File: src/rtl/azadi_pad_ctrl.sv
// azadi_pad_ctrl -- per-pad I/O control with input synchronisation and debounce.
//
// Output path: core_out_i / core_oe_i / core_pull_en_i are registered onto the
// pad pins (io_out_o, active-low io_oeb_o, active-low io_ren_o) with one cycle
// of latency. pad_hold_i freezes these registers; reset overrides the hold.
//
// Input path: each io_in_i bit goes through a two-flop synchroniser (s1, s2),
// then a debounce filter that produces the filtered level core_in_o and
// single-cycle edge pulses rise_o / fall_o.
//
// Configuration macro: AZADI_PAD_FILTER_EN
//   defined   -> per-pad FILT_W-bit debounce counter compared against
//                filt_thresh_i; a new level is accepted once s2 has disagreed
//                with the filtered level for filt_thresh_i+1 consecutive edges.
//   undefined -> no counters; the filtered level follows s2 every cycle and
//                filt_thresh_i is ignored.
//
// Ports:
//   clk_i, rst_i            clock, synchronous active-high reset
//   filt_thresh_i [FILT_W]  debounce threshold shared by all pads
//   pad_hold_i              freeze pad-side output registers
//   core_out_i/oe_i/pull_en_i [NUM_PADS]  core-side output controls
//   core_in_o  [NUM_PADS]   filtered pad input
//   rise_o/fall_o [NUM_PADS] one-cycle filtered edge pulses
//   io_in_i    [NUM_PADS]   raw pad inputs
//   io_out_o/io_oeb_o/io_ren_o [NUM_PADS]  pad-side output pins
module azadi_pad_ctrl #(
  parameter int NUM_PADS = 54,
  parameter int FILT_W   = 8
) (
  input  logic                clk_i,
  input  logic                rst_i,
  input  logic [FILT_W-1:0]   filt_thresh_i,
  input  logic                pad_hold_i,
  input  logic [NUM_PADS-1:0] core_out_i,
  input  logic [NUM_PADS-1:0] core_oe_i,
  input  logic [NUM_PADS-1:0] core_pull_en_i,
  output logic [NUM_PADS-1:0] core_in_o,
  output logic [NUM_PADS-1:0] rise_o,
  output logic [NUM_PADS-1:0] fall_o,
  input  logic [NUM_PADS-1:0] io_in_i,
  output logic [NUM_PADS-1:0] io_out_o,
  output logic [NUM_PADS-1:0] io_oeb_o,
  output logic [NUM_PADS-1:0] io_ren_o
);

  logic [NUM_PADS-1:0] s1;
  logic [NUM_PADS-1:0] s2;
  logic [NUM_PADS-1:0] stable;

  // Output registers: reset tri-states the pads with pulls enabled.
  always_ff @(posedge clk_i) begin
    if (rst_i) begin
      io_out_o <= '0;
      io_oeb_o <= '1;
      io_ren_o <= '0;
    end else if (!pad_hold_i) begin
      io_out_o <= core_out_i;
      io_oeb_o <= ~core_oe_i;
      io_ren_o <= ~core_pull_en_i;
    end
  end

  // Two-flop synchroniser; keeps running while outputs are held.
  always_ff @(posedge clk_i) begin
    if (rst_i) begin
      s1 <= '0;
      s2 <= '0;
    end else begin
      s1 <= io_in_i;
      s2 <= s1;
    end
  end

`ifdef AZADI_PAD_FILTER_EN
  logic [FILT_W-1:0] cnt [NUM_PADS];

  // cnt only advances while below the threshold, so it can never wrap, and a
  // threshold lowered below the current count fires on the very next edge.
  always_ff @(posedge clk_i) begin
    if (rst_i) begin
      stable <= '0;
      rise_o <= '0;
      fall_o <= '0;
      for (int i = 0; i < NUM_PADS; i++) cnt[i] <= '0;
    end else begin
      for (int i = 0; i < NUM_PADS; i++) begin
        rise_o[i] <= 1'b0;
        fall_o[i] <= 1'b0;
        if (s2[i] == stable[i]) begin
          cnt[i] <= '0;
        end else if (cnt[i] >= filt_thresh_i) begin
          stable[i] <= s2[i];
          cnt[i]    <= '0;
          rise_o[i] <= s2[i];
          fall_o[i] <= ~s2[i];
        end else begin
          cnt[i] <= cnt[i] + FILT_W'(1);
        end
      end
    end
  end
`else
  logic unused_thresh;
  assign unused_thresh = ^filt_thresh_i;

  always_ff @(posedge clk_i) begin
    if (rst_i) begin
      stable <= '0;
      rise_o <= '0;
      fall_o <= '0;
    end else begin
      stable <= s2;
      rise_o <= s2 & ~stable;
      fall_o <= ~s2 & stable;
    end
  end
`endif

  assign core_in_o = stable;

endmodule

File: config.mk
export PLATFORM = sky130hd
export DESIGN_NAME = azadi_pad_ctrl
export DESIGN_NICKNAME = d
export VERILOG_FILES = /design/src/rtl/azadi_pad_ctrl.sv
export SDC_FILE = /design/constraint.sdc
export NUM_CORES = 1
export LEC_CHECK = 0
export ABC_AREA = 1
export CAP_MARGIN = 20
export CORE_AREA = 5 5 209 211
export DETAILED_ROUTE_END_ITERATION = 10
export DIE_AREA = 0 0 214 216
export GPL_ROUTABILITY_DRIVEN = 0
export PLACE_DENSITY_LB_ADDON = 0.08
export SETUP_SLACK_MARGIN = 0.1
export SYNTH_ARGS = -nofsm -noshare
export SYNTH_HDL_FRONTEND = slang
export SYNTH_SLANG_ARGS = --single-unit
File: constraint.sdc
create_clock -name clk_i -period 1.11 [get_ports clk_i]
set_input_delay 0.2775 -clock clk_i [delete_from_list [all_inputs] [get_ports clk_i]]
set_output_delay 0.2775 -clock clk_i [all_outputs]
set_load 0.005 [all_outputs]
* Word-level counts from Yosys, hierarchy flattened *
Index checks and enable logic that the tools add are counted.

storage, ports and cells
  register bits after elaboration = 432
  memories kept = 0
  bits in writable memories = 0
  word-level logic and storage cells = 14
  output and inout port bits = 324
  latch bits = 0
  bits in read-only memories = 0

cells by class
  magnitude comparators = 0
  shifts and indexed selects = 0
  mux-type cells = 0
  eq/ne operators = 0
  multipliers = 0
  add/sub/neg operators = 0
  div/mod/pow operators = 0
  reduce and logical (&&, ||, !) cells = 0
  bitwise gates (word level) = 6

operators with widths
  cell              count
  $not A54 Y54      4
  $and A54 B54 Y54  2

* Longest topological paths before layout *
Gate-level depths: netlist of the first run.

  depth in word-level cells = 2
  mapped depth = 6
  depth with buffers taken out = 4

* Worst setup path after synthesis of the first run *
OpenSTA, ideal clock, no wires.

  path kind = input to register
  start = in rst_i
  end = reg io_oeb_o[10]
  stages on the path = 5
  library setup time = 0.123 ns
  required time = 0.987 ns
  setup slack = 0.123 ns
  arrival time = 0.864 ns
  buffers on the path = 3
  cells stage by stage = buf_2 -> inv_4 -> buf_6 -> buf_2 -> nand3_1

RTL lines
  item                  line  text
  start, declared       32    input logic rst_i,
  end signal, assigned  59    io_oeb_o <= ~core_oe_i;
  end, declared         43    output logic [NUM_PADS-1:0] io_oeb_o,

No word-level cell between the ends.

* Worst setup path after layout of the first run *
  start = reg stable[6], in the netlist core_in_o[6]
  end = out core_in_o[6]

RTL lines
  item                    line  text
  start, declared         49    logic [NUM_PADS-1:0] stable;
  start signal, assigned  109   stable <= '0;
  start signal, assigned  113   stable <= s2;
  end, declared           38    output logic [NUM_PADS-1:0] core_in_o,

No word-level cell between the ends.

==> key figures, run 1 <==
Clock network
  – Clk slew on worst S/H paths: 0.06 ns
  – Root buffer cell: clkbuf_16
  – Inserted Clock Buffers: 46
  – H-tree levels: 2
  – CTS tree: built
  – CTS Sinks: 432
  – Worst skew pair latency: 0.55 ns
  – CTS max path bufs: 3
  – Hold_buf cts: 0

Global routing
  – Global routing usage on met2: 30.9%
  – GRT Total Usage: 18.3%
  – Top Usage Layer GRT: met2
  – Remaining Overflow, GRT: 0
  – Largest net degree at the start of global routing: 57
  – GR Util met1: 20.4%
  – GR Util met3: 9.02%
  – First-pass GRT wire length: 66700 um
  – Vias in the first global route: 11600
  – Initial antenna violation count: 11

Finish
  – Area grow syn2layout: 60.6%
  – Most common cell after layout, fill and taps aside: nor2_1
  – Most frequent cells in the layout: nor2_1 (432), nand2_1 (378), inv_1 (270)
  – Final instance area: 22000 sq um
  – Share of layout cells above drive strength 1: 32.6%
  – Final nets: 2551
  – Non-Filler Instances: 2906

Synthesis
  – XOR/XNOR share of the synthesized area: 0%
  – Seq/Total Area, Yosys: 63.0%
  – Largest family of logic cells by synthesized area: simple AND/OR/NAND/NOR gates
  – Cells after Synth: 1704
  – Synth Area in Simple Gates: 26.1%
  – Number of synthesis warnings: 0
  – Area share of fa/ha/maj cells after synthesis: 0%
  – Mean Syn Cell Area: 8.05 sq um
  – Synthesized net count: 1931
  – Synth Register Bits: 432
  – Synthesized area: 13700 sq um
  – Post-synthesis compound-gate area fraction: 0%
  – Post-synthesis mux area share: 0%
  – Yosys cell types: 11

Critical path
  – Crit start category: flip-flop
  – Crit-path cells: buf_6
  – Path depth of the worst reg2reg path: 4
  – CP endpoint kind: primary output
  – Worst Path Required: 0.83 ns
  – CP max FO: 2
  – Worst Path Arrival: 1.00 ns
  – CP bufs+invs: 1
  – Reg-to-reg startpoint: core_in_o[3]$_SDFF_PP0_
  – Max incr delay on CP: 0.36 ns
  – Setup slack, reg-to-reg: 0.19 ns
  – CP delay by family, top: flip-flops
  – FF-to-FF End: rise_o[3]$_SDFF_PP0_
  – Slowest CP cell: dfxtp_2
  – Kind of critical path: reg -> out

STA
  – Slew Viols, Final: 0
  – Hold WS: 0.0562 ns
  – Final worst slack: -0.172 ns
  – RSZ-0062 raised after global routing: yes
  – Setup violators final: 324
  – Worst slew pin tran: 0.269 ns
  – Minimum clock period: 1.28 ns
  – Layout Skew: 0.00533 ns
  – Max-Slew Margin vs Limit: 82.0%
  – Final setup TNS: -48.15 ns
  – Tcrit/Tclk final: 116%
  – Final hold vios: 0
  – Max Clk Rate: 780 MHz

Floorplanning
  – Die Y: 216 um
  – Starting Density: 33.0%
  – Core area: 41600 sq um
  – Row count: 75
  – Io pins: 551
  – Die X: 214 um
  – Die ar.: 46200 sq um

Routing
  – DRT Pass-1 Iters: 5
  – Final antenna-violating net count: 0
  – DRC errors left: 0
  – Vias per cell: 4.08
  – Vias: 11900
  – Initial DRC count: 574
  – WL per Instance: 15.0 um
  – WL final: 43600 um

Min path
  – WHS Path Cells: 4
  – Hold path start: pad_hold_i
  – Hold Crit Class: in -> reg
  – Hold endpoint: io_out_o[53]$_SDFFE_PP0N_

Run status
  – Status: finished, violations left
  – Failing checks: negative setup slack

Power
  – Max VDD drop: 0.00110 V
  – Power Dens Cells: 1610 nW/um^2
  – Leak: 10.7 nW

Placed design
  – DP Area: 20200 sq um
  – Post-detail-place hpwl: 32900 um
  – Dpl ws: -0.121 ns
  – PortBufs: 542
  – Dpl cells: 2789

Flow run
  – Max-cap viol count: 0
## layer usage
layer  up-vias  share of wire (%)
met5         -               0.14
met4        10                2.5
met3        76                 11
met2       370                 48
met1      5225                 39
li1       6175                  -
## sequential cells by signal, indices dropped and copies added (netlist names)
register   flops
core_in_o     54
fall_o        54
io_oeb_o      54
io_out_o      54
io_ren_o      54
rise_o        54
s1            54
s2            54
## cell usage after synthesis, drive strengths merged
master,instances,area share (%)
nand3,54,2.0
buf,79,3.3
dfxtp,432,63
nand2,378,10
nor2,432,12
clkbuf,3,0.082
nor3,54,2.0
inv,272,7.5
## stage by stage
step,total power (W),util [%]
6_report,0.0354,53.0
5_1_grt,0.0371,53.0
3_3_place_gp,0.0206,48.7
2_1_floorplan,0.0182,-
3_5_place_dp,0.0207,48.7
4_1_cts,0.0359,52.0
## final cells by class
| cell class | count | area, sq um |
|---|---|---|
| multi-input cells | 918 | 3580 |
| flip-flops and latches | 432 | 8980 |
| inverters | 272 | 1030 |
| well taps | 539 | 674 |
| clock inverters | 8 | 68.8 |
| fillers | 3988 | 19500 |
| repair buffers | 654 | 6300 |
| clock buffers | 76 | 1410 |
| diodes | 7 | 17.5 |
## power by group
group	total (W)	leakage [nW]	switching, W	internal (W)
Combinational	0.00378	6.40	0.00157	0.00221
Sequential	0.0167	3.62	0.000388	0.0163
Clock	0.0149	0.728	0.00607	0.00883
## timing repair
item / 4_1_cts / 5_1_grt
buffers inserted: 15 / 11
endpoints found under the setup margin: 324 / 324
resized for setup: 1733 / 66
cloned: 0 / 0
## logic make-up after synthesis
kind of cell / Yosys count
flops: 432
simple gates: 918
buf+inv: 354
## worst max-delay path by stage
stage,endpoint,startpoint,cells past startpoint,slack (ns)
after floorplan,io_oeb_o[10]$_SDFFE_PP1N_,rst_i,5,0.12
after global placement,io_out_o[23]$_SDFFE_PP0N_,pad_hold_i,6,-0.12
after detailed placement,io_out_o[23]$_SDFFE_PP0N_,pad_hold_i,6,-0.12
after CTS,io_out_o[41],io_out_o[41]$_SDFFE_PP0N_,1,-0.23
after global routing,io_out_o[41],io_out_o[41]$_SDFFE_PP0N_,1,-0.23
final,core_in_o[6],core_in_o[6]$_SDFF_PP0_,1,-0.17
No activity file was read; power rests on OpenSTA's default activity.
==> inputs of run 2 (changes only) <==
CORE_AREA = 5 5 213 215   (was 5 5 209 211)
DIE_AREA = 0 0 218 220   (was 0 0 214 216)
clock period = 1.51 ns   (was 1.11 ns; I/O delays follow)
==> run 2 against run 1 <==
Compared with the run above: the run now ends clean; sequential power shrank 26%; count of clock-buffer cells in the layout unchanged; largest cell class unchanged; die area is 3.8% higher; critical path type unchanged; clock power down 23%; clock skew rose by 0.0049 ns; first-iteration DRC count decreased by 20%; non-clock buffer count shrank 35; setup slack improved by 0.27 ns; routed wire length shrank 2.0%.
==> key figures, run 2 (same netlist as run 1, synthesis figures left out) <==
Critical path
  – CP delay by family, top: flip-flops
  – Crit-path cells: buf_6
  – CP max FO: 3
  – Worst Path Required: 1.13 ns
  – Setup slack, reg-to-reg: 0.68 ns
  – CP endpoint kind: primary output
  – Kind of critical path: reg -> out
  – CP bufs+invs: 1
  – Crit start category: flip-flop
  – Path depth of the worst reg2reg path: 3
  – Worst Path Arrival: 1.03 ns
  – CP Depth: 1
  – Slowest CP cell: dfxtp_2
  – Max incr delay on CP: 0.35 ns
  – CP Launch Point: core_in_o[31]$_SDFF_PP0_
  – Reg-to-reg startpoint: core_in_o[28]$_SDFF_PP0_

STA
  – Max-Slew Margin vs Limit: 80.0%
  – Final hold vios: 0
  – Worst slew pin tran: 0.299 ns
  – Final setup TNS: 0 ns
  – RSZ-0062 raised after global routing: yes
  – Slew Viols, Final: 0
  – Max Clk Rate: 709 MHz
  – Setup violators final: 0
  – Tcrit/Tclk final: 93.4%
  – Minimum clock period: 1.41 ns
  – Layout Skew: 0.0103 ns

Finish
  – Final core utilization: 50.5%
  – Filler cells: 4194
  – Final nets: 2518
  – Most common cell after layout, fill and taps aside: nor2_1
  – Share of layout cells above drive strength 1: 32.0%
  – Area grow syn2layout: 60.3%
  – Register cell area after layout: 8980 sq um
  – Area of the multi-input gates: 3580 sq um
  – Most frequent cells in the layout: nor2_1 (432), nand2_1 (378), inv_1 (270)

Global routing
  – Vias in the first global route: 11000
  – GRT Total Usage: 17.0%
  – Initial antenna violation count: 3
  – Remaining Overflow, GRT: 0
  – First-pass GRT wire length: 63600 um
  – Largest net degree at the start of global routing: 66

Clock network
  – Worst skew pair latency: 0.58 ns
  – H-tree levels: 2
  – CTS max path bufs: 3
  – Inserted Clock Buffers: 48
  – Clk slew on worst S/H paths: 0.06 ns
  – Hold_buf cts: 0
  – Root buffer cell: clkbuf_16
  – CTS tree: built
  – CTS Sinks: 432

Power
  – Sw Ratio: 22.9%
  – Logic pwr share: 10.3%
  – Max VDD drop: 0.000809 V
  – Internal power: 0.0204 W
  – Seq pwr share: 46.5%
  – Clock power frac: 43.2%
  – Power Dens Cells: 1200 nW/um^2
  – Leak: 10.6 nW
  – Sw Pwr: 0.00607 W

Floorplanning
  – Core area: 43500 sq um
  – Starting Density: 31.5%
  – Die Y: 220 um
  – Io pins: 551
  – Die ar.: 48000 sq um
  – Die X: 218 um
  – Row count: 77

Placed design
  – Post-detail-place hpwl: 31200 um
  – PortBufs: 542

Min path
  – WHS Path Cells: 4
  – Hold path start: pad_hold_i
  – Hold Crit Class: in -> reg

Flow run
  – Max-cap viol count: 0

Routing
  – Vias: 11700
  – Vias per cell: 4.00
  – DRT Pass-1 Iters: 4
  – Final antenna-violating net count: 0
  – WL per Instance: 14.6 um
  – Initial DRC count: 458
  – DRC errors left: 0
  – WL final: 42700 um

Run status
  – Status: finished clean
## run 2: changes by cell type in the layout (fill, tap and decap cells not counted), sizes merged
cell	delta
diode	-6
clkinvlp	+1
buf	-37
clkbuf	+2
## run 2: power by group through the flow
| stage | Clock (W) | Combinational, W | Sequential [W] |
|---|---|---|---|
| final | 0.0114 | 0.00273 | 0.0123 |
| after global routing | 0.0123 | 0.00303 | 0.0124 |
| after CTS | 0.0118 | 0.00250 | 0.0122 |
| after detailed placement | 0 | 0.00269 | 0.0124 |
| after global placement | 0 | 0.00268 | 0.0124 |
| after floorplan | 0 | 0.000947 | 0.0124 |
## run 2: layer usage
metal	GRT usage, %	share of wire (%)	vias up
li1	-	-	6109
met1	18.8	38	5121
met2	28.5	47	362
met3	8.60	12	75
met4	5.34	2.5	2
met5	0	0.026	-
## run 2: layout make-up
class | instances | area share [%]
well taps | 592 | 3.37
clock buffers | 76 | 6.63
diodes | 1 | 0.0114
multi-input cells | 918 | 16.3
repair buffers | 619 | 27.7
inverters | 272 | 4.66
flip-flops and latches | 432 | 40.8
clock inverters | 9 | 0.512
## run 2: timing repair
item                       4_1_cts  5_1_grt
gates cloned                     0        0
setup endpoints to repair      324      322
setup buffers                   44       12
gates resized for setup       1576      247
## run 2: worst paths after layout
kind | endpoint
worst min-delay path | io_oeb_o[0]$_SDFFE_PP1N_
worst max-delay path | core_in_o[31]
worst min register to register | s2[51]$_SDFF_PP0_
worst max register to register | rise_o[28]$_SDFF_PP0_
## run 2: stage by stage
step	std cells	worst slack [ns]	power, W	hold slack [ns]	cell area [sq um]
2_1_floorplan	1704	0.423	0.0134	0.388	13700
3_3_place_gp	2777	0.183	0.0151	0.389	19800
3_5_place_dp	2777	0.193	0.0151	0.392	19800
4_1_cts	2906	0.0107	0.0266	0.158	20800
5_1_grt	2919	0.0326	0.0277	0.190	22000
6_report	2919	0.100	0.0265	0.197	22000
==> inputs of run 3 (changes only) <==
--- a/config.mk
+++ b/config.mk
@@ -12,3 +12,5 @@
 export DIE_AREA = 0 0 218 220
+export DONT_BUFFER_PORTS = 1
 export GPL_ROUTABILITY_DRIVEN = 0
+export GPL_TIMING_DRIVEN = 0
 export PLACE_DENSITY_LB_ADDON = 0.08
--- a/constraint.sdc
+++ b/constraint.sdc
@@ -3,2 +3,2 @@
 set_output_delay 0.3775 -clock clk_i [all_outputs]
-set_load 0.005 [all_outputs]
+set_load 0.05 [all_outputs]
==> run 3 against run 2 <==
Compared with the run above: sequential share of layout area rose by 9.8 points; via count shrank 7.3%; setup slack worse by 0.029 ns; global-route usage is 0.82 points higher; register-to-register slack improved by 0.04 ns; flip-flop and latch count stayed put; clock skew increased by 0.0037 ns.
==> key figures, run 3 (same netlist as run 1, synthesis figures left out) <==
STA
  – Worst slew pin tran: 0.695 ns
  – Max Clk Rate: 695 MHz
  – Final setup TNS: 0 ns
  – RSZ-0062 raised after global routing: yes
  – Max-Slew Margin vs Limit: 53.7%
  – Slew Viols, Final: 0
  – Final worst slack: 0.0709 ns
  – Minimum clock period: 1.44 ns
  – Layout Skew: 0.0140 ns
  – Final hold vios: 0
  – Setup violators final: 0
  – Tcrit/Tclk final: 95.3%

Power
  – Logic pwr share: 6.3%
  – Power Dens Cells: 1390 nW/um^2
  – Clock power frac: 43.9%
  – Max VDD drop: 0.000777 V
  – Sw Pwr: 0.00744 W
  – Internal power: 0.0197 W
  – Seq pwr share: 49.8%
  – Leak: 8.79 nW
  – Sw Ratio: 27.5%

Global routing
  – Global routing usage on met2: 30.6%
  – GRT Total Usage: 17.8%
  – Largest net degree at the start of global routing: 14
  – GR Util met3: 8.38%
  – Initial antenna violation count: 3
  – GR Util met1: 19.5%
  – First-pass GRT wire length: 66100 um
  – Top Usage Layer GRT: met2
  – Vias in the first global route: 11100
  – Remaining Overflow, GRT: 0

Critical path
  – FF-to-FF End: io_out_o[53]$_SDFFE_PP0N_
  – Worst setup endpoint: io_out_o[15]
  – CP Launch Point: io_out_o[15]$_SDFFE_PP0N_
  – Kind of critical path: reg -> out
  – CP endpoint kind: primary output
  – Worst Path Required: 1.13 ns
  – Worst Path Arrival: 1.06 ns
  – Reg-to-reg startpoint: io_out_o[53]$_SDFFE_PP0N_
  – Crit start category: flip-flop
  – Path depth of the worst reg2reg path: 4
  – CP Depth: 0
  – Setup slack, reg-to-reg: 0.72 ns
  – CP max FO: 2

Floorplanning
  – Core area: 43500 sq um
  – Row count: 77
  – Die X: 218 um
  – Die ar.: 48000 sq um
  – Die Y: 220 um
  – Starting Density: 31.5%
  – Io pins: 551

Routing
  – Initial DRC count: 385
  – Vias per cell: 4.16
  – DRT Pass-1 Iters: 4
  – Vias: 10800
  – WL final: 44100 um
  – WL per Instance: 16.9 um
  – Final antenna-violating net count: 0
  – DRC errors left: 0

Clock network
  – Clk slew on worst S/H paths: 0.06 ns
  – Post-CTS setup repair buffer count: 0
  – Root buffer cell: clkbuf_16
  – CTS max path bufs: 3
  – CTS Sinks: 432
  – CTS tree: built
  – Worst skew pair latency: 0.58 ns
  – H-tree levels: 2
  – Inserted Clock Buffers: 48

Finish
  – Share of layout cells above drive strength 1: 24.0%
  – Non-Filler Instances: 2603
  – Area grow syn2layout: 42.0%
  – Final nets: 2197
  – Most common cell after layout, fill and taps aside: nor2_1
  – Final instance area: 19500 sq um
  – Most frequent cells in the layout: nor2_1 (432), nand2_1 (378), dfxtp_4 (324)
  – Final core utilization: 44.8%

Placed design
  – Post-detail-place hpwl: 33000 um
  – PortBufs: 0
  – Dpl ws: -0.0710 ns
  – DP Area: 14500 sq um
  – Dpl cells: 2296

Run status
  – Status: finished clean

Min path
  – Hold Crit Class: in -> reg

Flow run
  – Max-cap viol count: 0
run 3: worst min path at each step:
stage / from / to / slack (ns) / cells past startpoint
2_1_floorplan: s1[0]$_SDFF_PP0_ / s2[0]$_SDFF_PP0_ / 0.39 / 2
3_3_place_gp: s1[27]$_SDFF_PP0_ / s2[27]$_SDFF_PP0_ / 0.39 / 2
3_5_place_dp: s1[24]$_SDFF_PP0_ / s2[24]$_SDFF_PP0_ / 0.39 / 2
4_1_cts: pad_hold_i / io_out_o[53]$_SDFFE_PP0N_ / 0.31 / 5
5_1_grt: pad_hold_i / io_out_o[49]$_SDFFE_PP0N_ / 0.35 / 4
6_report: pad_hold_i / io_out_o[47]$_SDFFE_PP0N_ / 0.34 / 5
run 3: through the flow:
step,hold WS (ns),power (W)
after CTS,0.309,0.0275
after global placement,0.390,0.0152
after floorplan,0.388,0.0147
final,0.343,0.0271
after detailed placement,0.392,0.0152
after global routing,0.351,0.0283
run 3: power by group through the flow:
stage / registers, W / clock network [W] / logic (W)
final: 0.0135 / 0.0119 / 0.00170
after global placement: 0.0140 / 0 / 0.00121
after detailed placement: 0.0140 / 0 / 0.00124
after floorplan: 0.0138 / 0 / 0.000947
after CTS: 0.0135 / 0.0123 / 0.00173
after global routing: 0.0136 / 0.0128 / 0.00196
run 3: routing by layer:
| layer | part of all wire [%] | wire (um) |
|---|---|---|
| met5 | 0.016 | 7 |
| met4 | 2.7 | 1180 |
| met2 | 49 | 21600 |
| met1 | 38 | 16600 |
| met3 | 11 | 4740 |
run 3: worst register-to-register path, cell delays in order (launching register included):
cell and delay [ns]:
dfxtp_4 0.46, inv_1 0.07, nand2_1 0.06, nand2_1 0.04, nor2_1 0.09
run 3: final cells by class:
type / count / area (sq um)
Clock inverter: 11 / 139
Fill cell: 4329 / 24100
Timing Repair Buffer: 216 / 2160
Inverter: 272 / 1030
Antenna cell: 2 / 5.00
Buffer: 82 / 469
Clock buffer: 78 / 1510
Tap cell: 592 / 741
Sequential cell: 432 / 9860
Multi-Input combinational cell: 918 / 3580
run 3: timing repair:
action	in CTS	in global routing
hold buffers	216	0
setup endpoints to repair	324	324
endpoints found under the hold margin	216	0
resized for setup	648	0
